===== config.mk =====
export PLATFORM = sky130hd
export DESIGN_NAME = full_err_lanes_flat
export DESIGN_NICKNAME = d
export VERILOG_FILES = /design/src/rtl/full_err_lanes_pkg.sv /design/src/rtl/full_err_lanes_if.sv /design/src/rtl/full_err_lanes_fifo.sv /design/src/rtl/full_err_lanes.sv /design/src/flat_wrapper.sv
export SDC_FILE = /design/constraint.sdc
export NUM_CORES = 2
export LEC_CHECK = 0
export BUFFER_PORTS_ARGS = -buffer_cell sky130_fd_sc_hd__buf_2
export CORE_MARGIN = 1.5
export CORE_UTILIZATION = 40
export DETAILED_ROUTE_END_ITERATION = 7
export GPL_ROUTABILITY_DRIVEN = 0
export GPL_TIMING_DRIVEN = 1
export HOLD_SLACK_MARGIN = 0.06
export PLACE_DENSITY = 0.58
export SETUP_SLACK_MARGIN = 0.15
export SLEW_MARGIN = 20
export SYNTH_ARGS = -nofsm -noshare
export SYNTH_HDL_FRONTEND = slang
export SYNTH_HIERARCHICAL = 1
export SYNTH_SLANG_ARGS = --single-unit

===== constraint.sdc =====
create_clock -name clk -period 11.3 [get_ports clk]
set_clock_uncertainty 0.2 [all_clocks]
set_input_delay 0 -clock clk [delete_from_list [all_inputs] [get_ports clk]]
set_output_delay 0 -clock clk [all_outputs]
set_load 0.005 [all_outputs]

===== src/rtl/full_err_lanes_pkg.sv =====
// Shared types for the multi-lane error/loss stage: mode select and loss-frame state.
package full_err_lanes_pkg;

  typedef enum logic {
    ERR_ONLY = 1'b0,
    ERR_LOSS = 1'b1
  } err_mode_t;

  typedef enum logic {
    IDLE = 1'b0,
    OPEN = 1'b1
  } frame_state_t;

endpackage


===== src/rtl/full_err_lanes_if.sv =====
// Beat-level bundle between the network tail, the error stage and the training controller.
// master drives beats and consumes results; slave is the error stage itself.
interface full_err_lanes_if #(
  parameter int LANES     = 4,
  parameter int WIDTH     = 16,
  parameter int ACC_WIDTH = 48
);

  logic                   mode;
  logic                   loss_flush;
  logic [LANES*WIDTH-1:0] expected;
  logic                   expected_fst;
  logic                   expected_vld;
  logic                   expected_rdy;
  logic [LANES*WIDTH-1:0] stage_data_out;
  logic                   stage_data_out_fst;
  logic                   stage_data_out_vld;
  logic                   stage_data_out_rdy;
  logic [LANES*WIDTH-1:0] stage_error;
  logic                   stage_error_fst;
  logic                   stage_error_vld;
  logic                   stage_error_rdy;
  logic [ACC_WIDTH-1:0]   loss;
  logic                   loss_vld;
  logic                   fst_mismatch;

  modport master (
    output mode, loss_flush,
    output expected, expected_fst, expected_vld,
    input  expected_rdy,
    output stage_data_out, stage_data_out_fst, stage_data_out_vld,
    input  stage_data_out_rdy,
    input  stage_error, stage_error_fst, stage_error_vld,
    output stage_error_rdy,
    input  loss, loss_vld, fst_mismatch
  );

  modport slave (
    input  mode, loss_flush,
    input  expected, expected_fst, expected_vld,
    output expected_rdy,
    input  stage_data_out, stage_data_out_fst, stage_data_out_vld,
    output stage_data_out_rdy,
    output stage_error, stage_error_fst, stage_error_vld,
    input  stage_error_rdy,
    output loss, loss_vld, fst_mismatch
  );

endinterface


===== src/rtl/full_err_lanes_fifo.sv =====
// Synchronous FIFO with the head read straight from the storage registers; push->visible next cycle.
// Push is ignored when full, pop when empty; full is independent of the same-cycle pop.
module full_err_lanes_fifo #(
  parameter int DW    = 65,
  parameter int DEPTH = 4
) (
  input  logic          clk,
  input  logic          reset,
  input  logic          i_push,
  input  logic [DW-1:0] i_push_dat,
  output logic          o_full,
  input  logic          i_pop,
  output logic [DW-1:0] o_head_dat,
  output logic          o_vld
);

  localparam int AW = $clog2(DEPTH);

  logic [DW-1:0] r_mem [DEPTH];
  logic [AW-1:0] r_wr_ptr;
  logic [AW-1:0] r_rd_ptr;
  logic [AW:0]   r_count;
  logic          w_push;
  logic          w_pop;

  assign o_full     = (r_count == (AW+1)'(DEPTH));
  assign o_vld      = (r_count != '0);
  assign o_head_dat = r_mem[r_rd_ptr];
  assign w_push     = i_push & ~o_full;
  assign w_pop      = i_pop & o_vld;

  always_ff @(posedge clk) begin
    if (!reset) begin
      for (int i = 0; i < DEPTH; i++) r_mem[i] <= '0;
      r_wr_ptr <= '0;
      r_rd_ptr <= '0;
      r_count  <= '0;
    end else begin
      if (w_push) begin
        r_mem[r_wr_ptr] <= i_push_dat;
        r_wr_ptr        <= r_wr_ptr + 1'b1;
      end
      if (w_pop) r_rd_ptr <= r_rd_ptr + 1'b1;
      if (w_push && !w_pop)      r_count <= r_count + 1'b1;
      else if (w_pop && !w_push) r_count <= r_count - 1'b1;
    end
  end

endmodule


===== src/rtl/full_err_lanes.sv =====
// Joins network and expected beats into saturated per-lane errors (1 cycle, FIFO-buffered) and
// per-frame saturated sum of squares (close -> loss_vld 3 cycles later); join stalls only on FIFO full.
module full_err_lanes
  import full_err_lanes_pkg::*;
#(
  parameter int LANES     = 4,
  parameter int WIDTH     = 16,
  parameter int DEPTH     = 4,
  parameter int ACC_WIDTH = 48
) (
  input logic              clk,
  input logic              reset,
  full_err_lanes_if.slave  bus
);

  localparam int SQW  = 2*WIDTH + $clog2(LANES);
  localparam int SUMW = ((ACC_WIDTH > SQW) ? ACC_WIDTH : SQW) + 1;
  localparam int DW   = LANES*WIDTH + 1;
  localparam logic [WIDTH-1:0] MAXV = {1'b0, {(WIDTH-1){1'b1}}};
  localparam logic [WIDTH-1:0] MINV = {1'b1, {(WIDTH-1){1'b0}}};

  logic                   w_full;
  logic                   w_fire;
  logic                   w_fst_fire;
  logic                   w_open;
  logic                   w_close;
  logic [LANES*WIDTH-1:0] w_err;
  logic [SQW-1:0]         w_sq [LANES];
  logic [SQW-1:0]         w_sq_sum;
  logic [DW-1:0]          w_head;
  logic                   w_head_vld;

  frame_state_t           r_state;
  err_mode_t              r_mode;
  logic                   r_fst_mm;
  logic                   r_a_vld;
  logic                   r_a_close;
  logic [SQW-1:0]         r_a_sq;
  logic                   r_b_close;
  logic [ACC_WIDTH-1:0]   r_b_snap;
  logic [ACC_WIDTH-1:0]   r_acc;
  logic [ACC_WIDTH-1:0]   r_loss;
  logic                   r_loss_vld;

  // Ready is held low through reset and never looks at the consumer's ready.
  assign bus.expected_rdy       = reset & bus.stage_data_out_vld & ~w_full;
  assign bus.stage_data_out_rdy = reset & bus.expected_vld & ~w_full;
  assign w_fire     = reset & bus.expected_vld & bus.stage_data_out_vld & ~w_full;
  assign w_fst_fire = w_fire & bus.stage_data_out_fst;
  assign w_open     = (r_state == OPEN) && (r_mode == ERR_LOSS);
  assign w_close    = w_open & (w_fst_fire | bus.loss_flush);

  for (genvar g = 0; g < LANES; g++) begin : g_lane
    logic [WIDTH-1:0]          w_a;
    logic [WIDTH-1:0]          w_b;
    logic [WIDTH:0]            w_diff;
    logic signed [WIDTH-1:0]   w_sat;
    logic signed [2*WIDTH-1:0] w_prod;

    assign w_a    = bus.stage_data_out[g*WIDTH +: WIDTH];
    assign w_b    = bus.expected[g*WIDTH +: WIDTH];
    assign w_diff = {w_a[WIDTH-1], w_a} - {w_b[WIDTH-1], w_b};
    // Top two bits disagree only when the difference left the WIDTH-bit range.
    assign w_sat  = (w_diff[WIDTH] == w_diff[WIDTH-1]) ? w_diff[WIDTH-1:0]
                  : (w_diff[WIDTH] ? MINV : MAXV);
    assign w_prod = (2*WIDTH)'(w_sat) * (2*WIDTH)'(w_sat);
    assign w_err[g*WIDTH +: WIDTH] = w_sat;
    assign w_sq[g] = SQW'($unsigned(w_prod));
  end

  always_comb begin
    w_sq_sum = '0;
    for (int i = 0; i < LANES; i++) w_sq_sum = w_sq_sum + w_sq[i];
  end

  function automatic logic [ACC_WIDTH-1:0] sat_add(input logic [ACC_WIDTH-1:0] base,
                                                   input logic [SQW-1:0] inc);
    logic [SUMW-1:0] s;
    s = SUMW'(base) + SUMW'(inc);
    if (s > SUMW'({ACC_WIDTH{1'b1}})) return '1;
    return s[ACC_WIDTH-1:0];
  endfunction

  full_err_lanes_fifo #(
    .DW    (DW),
    .DEPTH (DEPTH)
  ) u_fifo (
    .clk        (clk),
    .reset      (reset),
    .i_push     (w_fire),
    .i_push_dat ({bus.stage_data_out_fst, w_err}),
    .o_full     (w_full),
    .i_pop      (bus.stage_error_rdy),
    .o_head_dat (w_head),
    .o_vld      (w_head_vld)
  );

  assign bus.stage_error     = w_head[LANES*WIDTH-1:0];
  assign bus.stage_error_fst = w_head[DW-1];
  assign bus.stage_error_vld = w_head_vld;
  assign bus.loss            = r_loss;
  assign bus.loss_vld        = r_loss_vld;
  assign bus.fst_mismatch    = r_fst_mm;

  // Close marker travels with the beat that triggered it, so the snapshot in stage B
  // already contains every earlier beat and the closing fst beat seeds the new frame.
  always_ff @(posedge clk) begin
    if (!reset) begin
      r_state    <= IDLE;
      r_mode     <= ERR_ONLY;
      r_fst_mm   <= 1'b0;
      r_a_vld    <= 1'b0;
      r_a_close  <= 1'b0;
      r_a_sq     <= '0;
      r_b_close  <= 1'b0;
      r_b_snap   <= '0;
      r_acc      <= '0;
      r_loss     <= '0;
      r_loss_vld <= 1'b0;
    end else begin
      if (w_fire && (bus.expected_fst != bus.stage_data_out_fst)) r_fst_mm <= 1'b1;

      if (w_fst_fire) begin
        r_mode  <= err_mode_t'(bus.mode);
        r_state <= bus.mode ? OPEN : IDLE;
      end else if (w_close) begin
        r_state <= IDLE;
      end

      r_a_vld   <= w_fire & (w_fst_fire ? bus.mode : w_open);
      r_a_close <= w_close;
      r_a_sq    <= w_sq_sum;

      r_b_close <= r_a_close;
      if (r_a_close) begin
        r_b_snap <= r_acc;
        r_acc    <= r_a_vld ? sat_add('0, r_a_sq) : '0;
      end else if (r_a_vld) begin
        r_acc    <= sat_add(r_acc, r_a_sq);
      end

      r_loss_vld <= r_b_close;
      if (r_b_close) r_loss <= r_b_snap;
    end
  end

endmodule


===== src/flat_wrapper.sv =====
// flat-port wrapper written by rule: the top's interface ports become plain ports
module full_err_lanes_flat import full_err_lanes_pkg::*;
#(
  parameter int LANES     = 4,
  parameter int WIDTH     = 16,
  parameter int DEPTH     = 4,
  parameter int ACC_WIDTH = 48
)
  (clk, reset, bus_mode, bus_loss_flush, bus_expected, bus_expected_fst, bus_expected_vld, bus_expected_rdy, bus_stage_data_out, bus_stage_data_out_fst, bus_stage_data_out_vld, bus_stage_data_out_rdy, bus_stage_error, bus_stage_error_fst, bus_stage_error_vld, bus_stage_error_rdy, bus_loss, bus_loss_vld, bus_fst_mismatch);
  full_err_lanes_if #(.LANES(LANES), .WIDTH(WIDTH), .ACC_WIDTH(ACC_WIDTH)) bus_i ();
  input logic clk;
  input logic reset;
  input wire logic [$bits(bus_i.mode)-1:0] bus_mode;
  input wire logic [$bits(bus_i.loss_flush)-1:0] bus_loss_flush;
  input wire logic [$bits(bus_i.expected)-1:0] bus_expected;
  input wire logic [$bits(bus_i.expected_fst)-1:0] bus_expected_fst;
  input wire logic [$bits(bus_i.expected_vld)-1:0] bus_expected_vld;
  output wire logic [$bits(bus_i.expected_rdy)-1:0] bus_expected_rdy;
  input wire logic [$bits(bus_i.stage_data_out)-1:0] bus_stage_data_out;
  input wire logic [$bits(bus_i.stage_data_out_fst)-1:0] bus_stage_data_out_fst;
  input wire logic [$bits(bus_i.stage_data_out_vld)-1:0] bus_stage_data_out_vld;
  output wire logic [$bits(bus_i.stage_data_out_rdy)-1:0] bus_stage_data_out_rdy;
  output wire logic [$bits(bus_i.stage_error)-1:0] bus_stage_error;
  output wire logic [$bits(bus_i.stage_error_fst)-1:0] bus_stage_error_fst;
  output wire logic [$bits(bus_i.stage_error_vld)-1:0] bus_stage_error_vld;
  input wire logic [$bits(bus_i.stage_error_rdy)-1:0] bus_stage_error_rdy;
  output wire logic [$bits(bus_i.loss)-1:0] bus_loss;
  output wire logic [$bits(bus_i.loss_vld)-1:0] bus_loss_vld;
  output wire logic [$bits(bus_i.fst_mismatch)-1:0] bus_fst_mismatch;
  assign bus_i.mode = bus_mode;
  assign bus_i.loss_flush = bus_loss_flush;
  assign bus_i.expected = bus_expected;
  assign bus_i.expected_fst = bus_expected_fst;
  assign bus_i.expected_vld = bus_expected_vld;
  assign bus_expected_rdy = bus_i.expected_rdy;
  assign bus_i.stage_data_out = bus_stage_data_out;
  assign bus_i.stage_data_out_fst = bus_stage_data_out_fst;
  assign bus_i.stage_data_out_vld = bus_stage_data_out_vld;
  assign bus_stage_data_out_rdy = bus_i.stage_data_out_rdy;
  assign bus_stage_error = bus_i.stage_error;
  assign bus_stage_error_fst = bus_i.stage_error_fst;
  assign bus_stage_error_vld = bus_i.stage_error_vld;
  assign bus_i.stage_error_rdy = bus_stage_error_rdy;
  assign bus_loss = bus_i.loss;
  assign bus_loss_vld = bus_i.loss_vld;
  assign bus_fst_mismatch = bus_i.fst_mismatch;
  full_err_lanes #(.LANES(LANES), .WIDTH(WIDTH), .DEPTH(DEPTH), .ACC_WIDTH(ACC_WIDTH)) u_core (.clk(clk), .reset(reset), .bus(bus_i));
endmodule

* Word level (Yosys, flattened, before mapping)
Memories as Yosys holds them, arrays and structs flattened. A register that Yosys moved wholly into a read port is not among the register bits. Index checks and enable logic that the tools add are counted.
Storage, ports and cells: register bits 192, input port bits 137, bits in writable memories 260, memories kept 1
Memories:
- u_core.u_fifo.r_mem | words 4, width 65, read ports 1, clocked after Yosys merged registers in 1, write ports 4, RTL line full_err_lanes_fifo.sv:19 | logic [DW-1:0] r_mem [DEPTH];
Operators by class: reductions and logical operators 11, bitwise logic cells 13, order comparisons 2, equality and inequality tests 6, multiply operators 4, add/subtract/negate cells 12, muxes and demuxes 37
Operator list (number):
- $mux 48 | 7
- $mul 16x16->32 | 4
- $mux 16 | 8
- $add 34x32->34 | 2
- $sub 16x16->17 | 4
- $mux 65 | 1
- $reduce_or 65->1 | 1
- $add 48x34->49 | 1
- $gt 49x48->1 const B | 1
- $gt 34x48->1 const B | 1
- $add 32x32->33 | 1
- $mux 1 | 16
- $and 1x1->1 | 11
- $mux 2 | 3
- $mux 3 | 2
- $reduce_bool 2->1 | 3
- $add 2x1->2 const B | 2
- $eq 1x1->1 | 4
- $logic_and 1x1->1 | 4
- $add 3x1->3 const B | 1
- $eq 3x3->1 const B | 1
- $reduce_bool 3->1 | 1
- $sub 3x1->3 const B | 1
- $logic_not 1->1 | 2
- other kinds (3) | 3

* Logic depth before layout (Yosys ltp)
depth in word-level cells 9, mapped depth 54, mapped depth without buffers 53

* Hierarchy
The synthesis kept the hierarchy.
By module, submodules not included:
- full_err_lanes | cells an instance 5876, area each 51274.2 µm², sequential area each 3703.6 µm², times used 1
- full_err_lanes_fifo | cells an instance 679, area each 11732.5 µm², sequential area each 7987.7 µm², times used 1

* Worst setup path before layout
Ideal clock, no wire load.
kind input-to-reg, start point input bus_expected[36], end point register u_core.r_a_sq[32], stages on the path 49, setup slack -0.488 ns, arrival 11.461 ns, required time 10.972 ns, cell sequence inv_1 -> ha_1 -> or3_1 -> nand2b_1 -> o211a_1 -> a311o_1 -> and2_1 -> o21ai_0 -> o2bb2ai_1 -> xnor2_1 -> ha_1 -> clkinv_1 -> or3_1 -> o31ai_1 -> or2_2 -> clkbuf_1 -> clkbuf_1 -> nor2_1 -> [13 not listed] -> a31oi_1 -> a21oi_1 -> a211o_1 -> a21o_1 -> a21oi_1 -> xnor2_1 -> fa_1 -> fa_1 -> ha_1 -> o21a_1 -> o21a_1 -> o21a_1 -> o2111ai_1 -> a21oi_1 -> nand2b_1 -> a221oi_1 -> xor2_1 -> nor2_1
On the way: word-level cells in the longest chain between the ends 6, elaborated cells between the ends (all ways) 7, classes of those cells 3 x add/sub; 1 x mul; 1 x eq/ne; 2 x mux
RTL lines:
- start, declared | RTL line flat_wrapper.sv:15 | input wire logic [$bits(bus_i.expected)-1:0] bus_expected;
- $sub 16x16->17 * | RTL line full_err_lanes.sv:62 | assign w_diff = {w_a[WIDTH-1], w_a} - {w_b[WIDTH-1], w_b};
- $mux 16 or $eq 1x1->1 (tied branches) | RTL line full_err_lanes.sv:65, full_err_lanes.sv:64
- $mux 16 * | RTL line full_err_lanes.sv:64 | assign w_sat = (w_diff[WIDTH] == w_diff[WIDTH-1]) ? w_diff[WIDTH-1:0]
- via u_core.g_lane[2].w_sat[3] | RTL line full_err_lanes.sv:57 | logic signed [WIDTH-1:0] w_sat;
- $mul 16x16->32 * | RTL line full_err_lanes.sv:66 | assign w_prod = (2*WIDTH)'(w_sat) * (2*WIDTH)'(w_sat);
- $add 34x32->34 * (2 in a row) | RTL line full_err_lanes.sv:73 | for (int i = 0; i < LANES; i++) w_sq_sum = w_sq_sum + w_sq[i];
- end signal, assigned | RTL line full_err_lanes.sv:132 | r_a_sq <= w_sq_sum;
- end, declared | RTL line full_err_lanes.sv:38 | logic [SQW-1:0] r_a_sq;
The timed path passes the listed nets; every way through them passes the cells marked *. A chain may end at the register's enable or synchronous reset.

* Final worst setup path
start point input bus_expected[36], end point register u_core.r_a_sq[30]
On the way: word-level cells in the longest chain between the ends 6, elaborated cells between the ends (all ways) 7, classes of those cells 3 x add/sub; 1 x mul; 1 x eq/ne; 2 x mux
RTL lines (RTL line):
- $sub 16x16->17 * | full_err_lanes.sv:62
- $mux 16 or $eq 1x1->1 (tied branches) | full_err_lanes.sv:65, full_err_lanes.sv:64
- $mux 16 * | full_err_lanes.sv:64
- $mul 16x16->32 * | full_err_lanes.sv:66
- $add 34x32->34 * (2 in a row) | full_err_lanes.sv:73
Every way passes the cells marked *; elsewhere a longest branch is shown, timed or not.

==> results.md <==
Worst setup path:
- The worst setup path is launched from an input port.
- The cell type group with the largest total delay on the critical path is adder cells.
- The cell occurring most often along the worst timing path is sky130_fd_sc_hd__fa_1.
- The critical path is of the input port to register type.
- The worst setup path endpoint is u_core/r_a_sq[30]$_SDFF_PN0_.
- The register-to-register setup slack is ~7200 ps.
- Measured in cells, the most critical reg-to-reg path has a length of 11.
- STA classifies the critical path endpoint as a register.
- The worst register-to-register path begins at u_core/r_acc[0]$_SDFFE_PN0P_.
- At the worst endpoint, the arrival time is 11040 ps.
- On the worst path, the slowest cell contributes a delay of between 500 and 600 ps.
- The critical path runs through a total of 49 cells.
- The worst register-to-register path ends at u_core/r_acc[2]$_SDFFE_PN0P_.
- STA puts the critical path data required time at roughly 12000 ps.
- The worst-path cell with the longest stage delay is sky130_fd_sc_hd__fa_1.
- The launching element of the worst setup path is bus_expected[36].
- The biggest fanout along the worst timing path is 16.
- Counting both buffers and inverters, the worst setup path holds a total of 11.

Logic synthesis:
- The number of synthesized flops with an enable pin is between 200 and 300.
- After synthesis, the most frequently instantiated cells are sky130_fd_sc_hd__inv_1, sky130_fd_sc_hd__fa_1, sky130_fd_sc_hd__nor2_1, sky130_fd_sc_hd__nand2_1, sky130_fd_sc_hd__ha_1.
- The summed instance area of the synthesized netlist is 63000 sq um.
- The post-synthesis cell type count is ~100.
- The leading cell type by number of instances after synthesis is sky130_fd_sc_hd__inv_1.
- The number of nets produced by synthesis is 8182.
- The sequential cell area fraction in the yosys report is about 19%.
- After technology mapping, the gate count stands at between 6000 and 7000.
- The number of flip-flops and latches in the synthesized netlist is roughly 450.
- Yosys printed 6 warnings.
- After synthesis, the share of flip-flops with an asynchronous set or reset is 0%.
- Dividing the synthesized area by the synthesized cell count gives about 9.6 sq um.
- Summed over its instances, the top area cell type makes up roughly a third of the synthesized netlist area.
- In the post-synthesis netlist, the biggest area contributors are sky130_fd_sc_hd__fa_1, sky130_fd_sc_hd__edfxtp_1, sky130_fd_sc_hd__ha_1, sky130_fd_sc_hd__inv_1, sky130_fd_sc_hd__dfxtp_1.
- The biggest area consumer among synthesized cells is sky130_fd_sc_hd__fa_1.
- In the synthesized netlist the dominant register cell turns out to be sky130_fd_sc_hd__edfxtp_1.

STA:
- The transition time at the pin with the least slew margin is ~1100 ps.
- Headroom to the max-slew limit came out at 25.6%.
- The final worst hold slack is roughly 120 ps.
- Derived from the worst setup path, the maximum achievable clock frequency is approximately 93 MHz.
- The number of hold-slack violations in the final timing report is 0.
- Setup violations remaining at the end of the flow were counted as 0.
- After layout, the minimum clock period comes to between 10000 and 15000 ps.
- The final worst slack is about 570 ps.
- Setup repair after global routing left no endpoint under its margin.
- The period utilization is a little over nine tenths.
- The final-report max-slew violation count came to 0.

Placed design:
- The count of buffers from port buffering is ~250.
- Summed over all nets, the half-perimeter wirelength after detailed placement is 145 mm.
- Including well taps, the total number of placed cells is 9155.
- After detailed placement, the total cell area comes to about 70000 sq um.
- Prior to clock tree synthesis, the placed netlist has a worst setup slack of -364 ps.

Clocking:
- The TritonCTS clock tree is built.
- Counting every sink on the clock net gives 454.
- The cell at the root of the clock tree is sky130_fd_sc_hd__clkbuf_16.
- The clock latency on the worst-skew pair is 670 ps.
- Buffers inserted during clock tree synthesis total 54.
- The largest buffer count on any clock path is 3.
- The clock slew seen by the registers of the worst setup and hold paths is about 60 ps.
- The level count of the clock H-tree is 2.

Die:
- Once the floorplan was initialized, standard cells occupied about two fifths of the core.
- The die covers approximately 160000 sq um.
- In this run the horizontal extent of the chip is 400 um.
- The total number of placement rows is between 100 and 150.
- In this run the vertical extent of the chip is roughly 400 um.
- The core outline area is 156000 sq um.
- Pin placement for this block handled between 200 and 300 I/O pins.

Final layout:
- The count of fill cells added during filler insertion is around 15000.
- The layout net count is slightly below 9000.
- The final cell count without fillers is between 9000 and 10000.
- The share of cells above drive strength 1 is between 10% and 20%.
- From synthesis to final layout, the design area changed by 13.8%.
- The post-route standard cell area excluding fillers is 71700 sq um.

Global route:
- The first global-routing pass estimated 280 mm of wire.
- The number of global-route vias before repair was around 50000.
- The initial antenna violation count is 6.
- The all-layer global routing usage is 22.5%.
- The largest net degree at the start of global routing is 89.
- The global-route congestion overflow total is 0.

Routing:
- The residual DRC count is 0.
- The number of vias per cell is 5.10.
- The count of nets left with antenna violations once routing finished came out at 0.
- The total via count after detailed routing is 47300.
- The average wire per cell in the routed design is 19.0 um.
- Summed over all layers, the routed wires come to 177 mm.
- The number of violations reported at the end of detailed-routing iteration 0 is 2985.
- The number of detailed-route iterations in the first pass is 6.

Worst hold path:
- The min-delay analysis places its worst path in the category input port to register.

Job:
- Max-cap violations in this run came to 0.

Status:
- The run finished with clean final reports.
==> sequential cells by signal, summed over array words and instances (netlist names), named ones only <==
signal,count
u_core/bus.fst_mismatch,1
u_core/bus.loss,48
u_core/bus.loss_vld,1
u_core/r_a_close,1
u_core/r_a_sq,34
u_core/r_a_vld,1
u_core/r_acc,48
u_core/r_b_close,1
u_core/r_b_snap,48
u_core/r_mode,1
u_core/r_state,1
u_core/u_fifo/r_count,3
u_core/u_fifo/r_mem,260
u_core/u_fifo/r_rd_ptr,2
u_core/u_fifo/r_wr_ptr,2
==> metrics by stage <==
step                      util (%)  TNS, ps
after global placement        44.5    -1720
final                         45.9        0
after floorplan                  -        0
after CTS                     45.7        0
after detailed placement      44.5    -2330
after global routing          45.9        0
==> layout make-up <==
| class | count | area (sq um) | share of cell area (%) |
|---|---|---|---|
| antenna | 3 | 7.51 | 0.0105 |
| clock buffer | 69 | 1450 | 2.02 |
| clock inverter | 27 | 288 | 0.401 |
| inverter | 1451 | 5460 | 7.61 |
| multi-input combinational | 4464 | 45200 | 63.0 |
| sequential | 454 | 11700 | 16.3 |
| tap | 2058 | 2570 | 3.59 |
| timing repair buffer | 750 | 5070 | 7.07 |
==> placed cells by master (no fill, tap or decap), drive strengths merged, types with 155 or more instances in the layout <==
cell type	netlist	routed
xnor2	155	155
fa	1017	1017
inv	1441	1446
edfxtp	260	260
buf	80	732
nand2	476	476
nor2	511	511
dfxtp	194	194
and2	325	325
a21oi	233	233
ha	473	473
==> how the worst min path moves through the flow <==
| stage | start | to | slack [ps] | cells past startpoint |
|---|---|---|---|---|
| 6_report | bus_expected[15] | u_core/u_fifo/r_mem[2][15]$_SDFFCE_PN0P_ | 120 | 7 |
| 5_1_grt | bus_stage_data_out_vld | u_core/r_a_vld$_SDFF_PN0_ | 140 | 4 |
| 4_1_cts | bus_expected[15] | u_core/u_fifo/r_mem[0][15]$_SDFFCE_PN0P_ | 70 | 7 |
| 3_5_place_dp | bus_expected_vld | u_core/r_a_vld$_SDFF_PN0_ | 50 | 2 |
| 3_3_place_gp | bus_expected_vld | u_core/r_a_vld$_SDFF_PN0_ | 70 | 2 |
| 2_1_floorplan | bus_expected_vld | bus_stage_data_out_rdy | -70 | 1 |
==> tightest hold or removal path: cells and delay by family <==
kind / cells / cell delay, ps
AO/OA/AOI/OAI: 2 / 240
AND/OR/NAND/NOR: 1 / 150
buffers and inverters: 3 / 330
adder cells (fa/ha/maj): 1 / 150
==> routing by layer <==
metal  part of all wire [%]  GRT usage (%)
met1                     43           30.3
met2                     48           37.8
met3                    5.5           2.91
met4                    3.2           6.73
met5                 0.0074              0
==> cells by family after synthesis <==
family          count (synthesis)  synth area share, %
simple gates                 1733                 13.2
buf+inv                      1637                 10.2
fa+ha+maj                    1493                 41.8
compound gates                810                 8.67
flops                         454                 18.6
xor+xnor                      252                 3.50
mux                           176                 4.09
==> what timing repair did <==
action	in CTS	in global routing
setup buffers	0	4
hold buffers	18	0
endpoints found under the hold margin	47	0
resized for setup	0	46
endpoints found under the setup margin	0	14
Power is not shown: default switching activity piles up to over one toggle a cycle in this logic, so the estimate is an artifact.
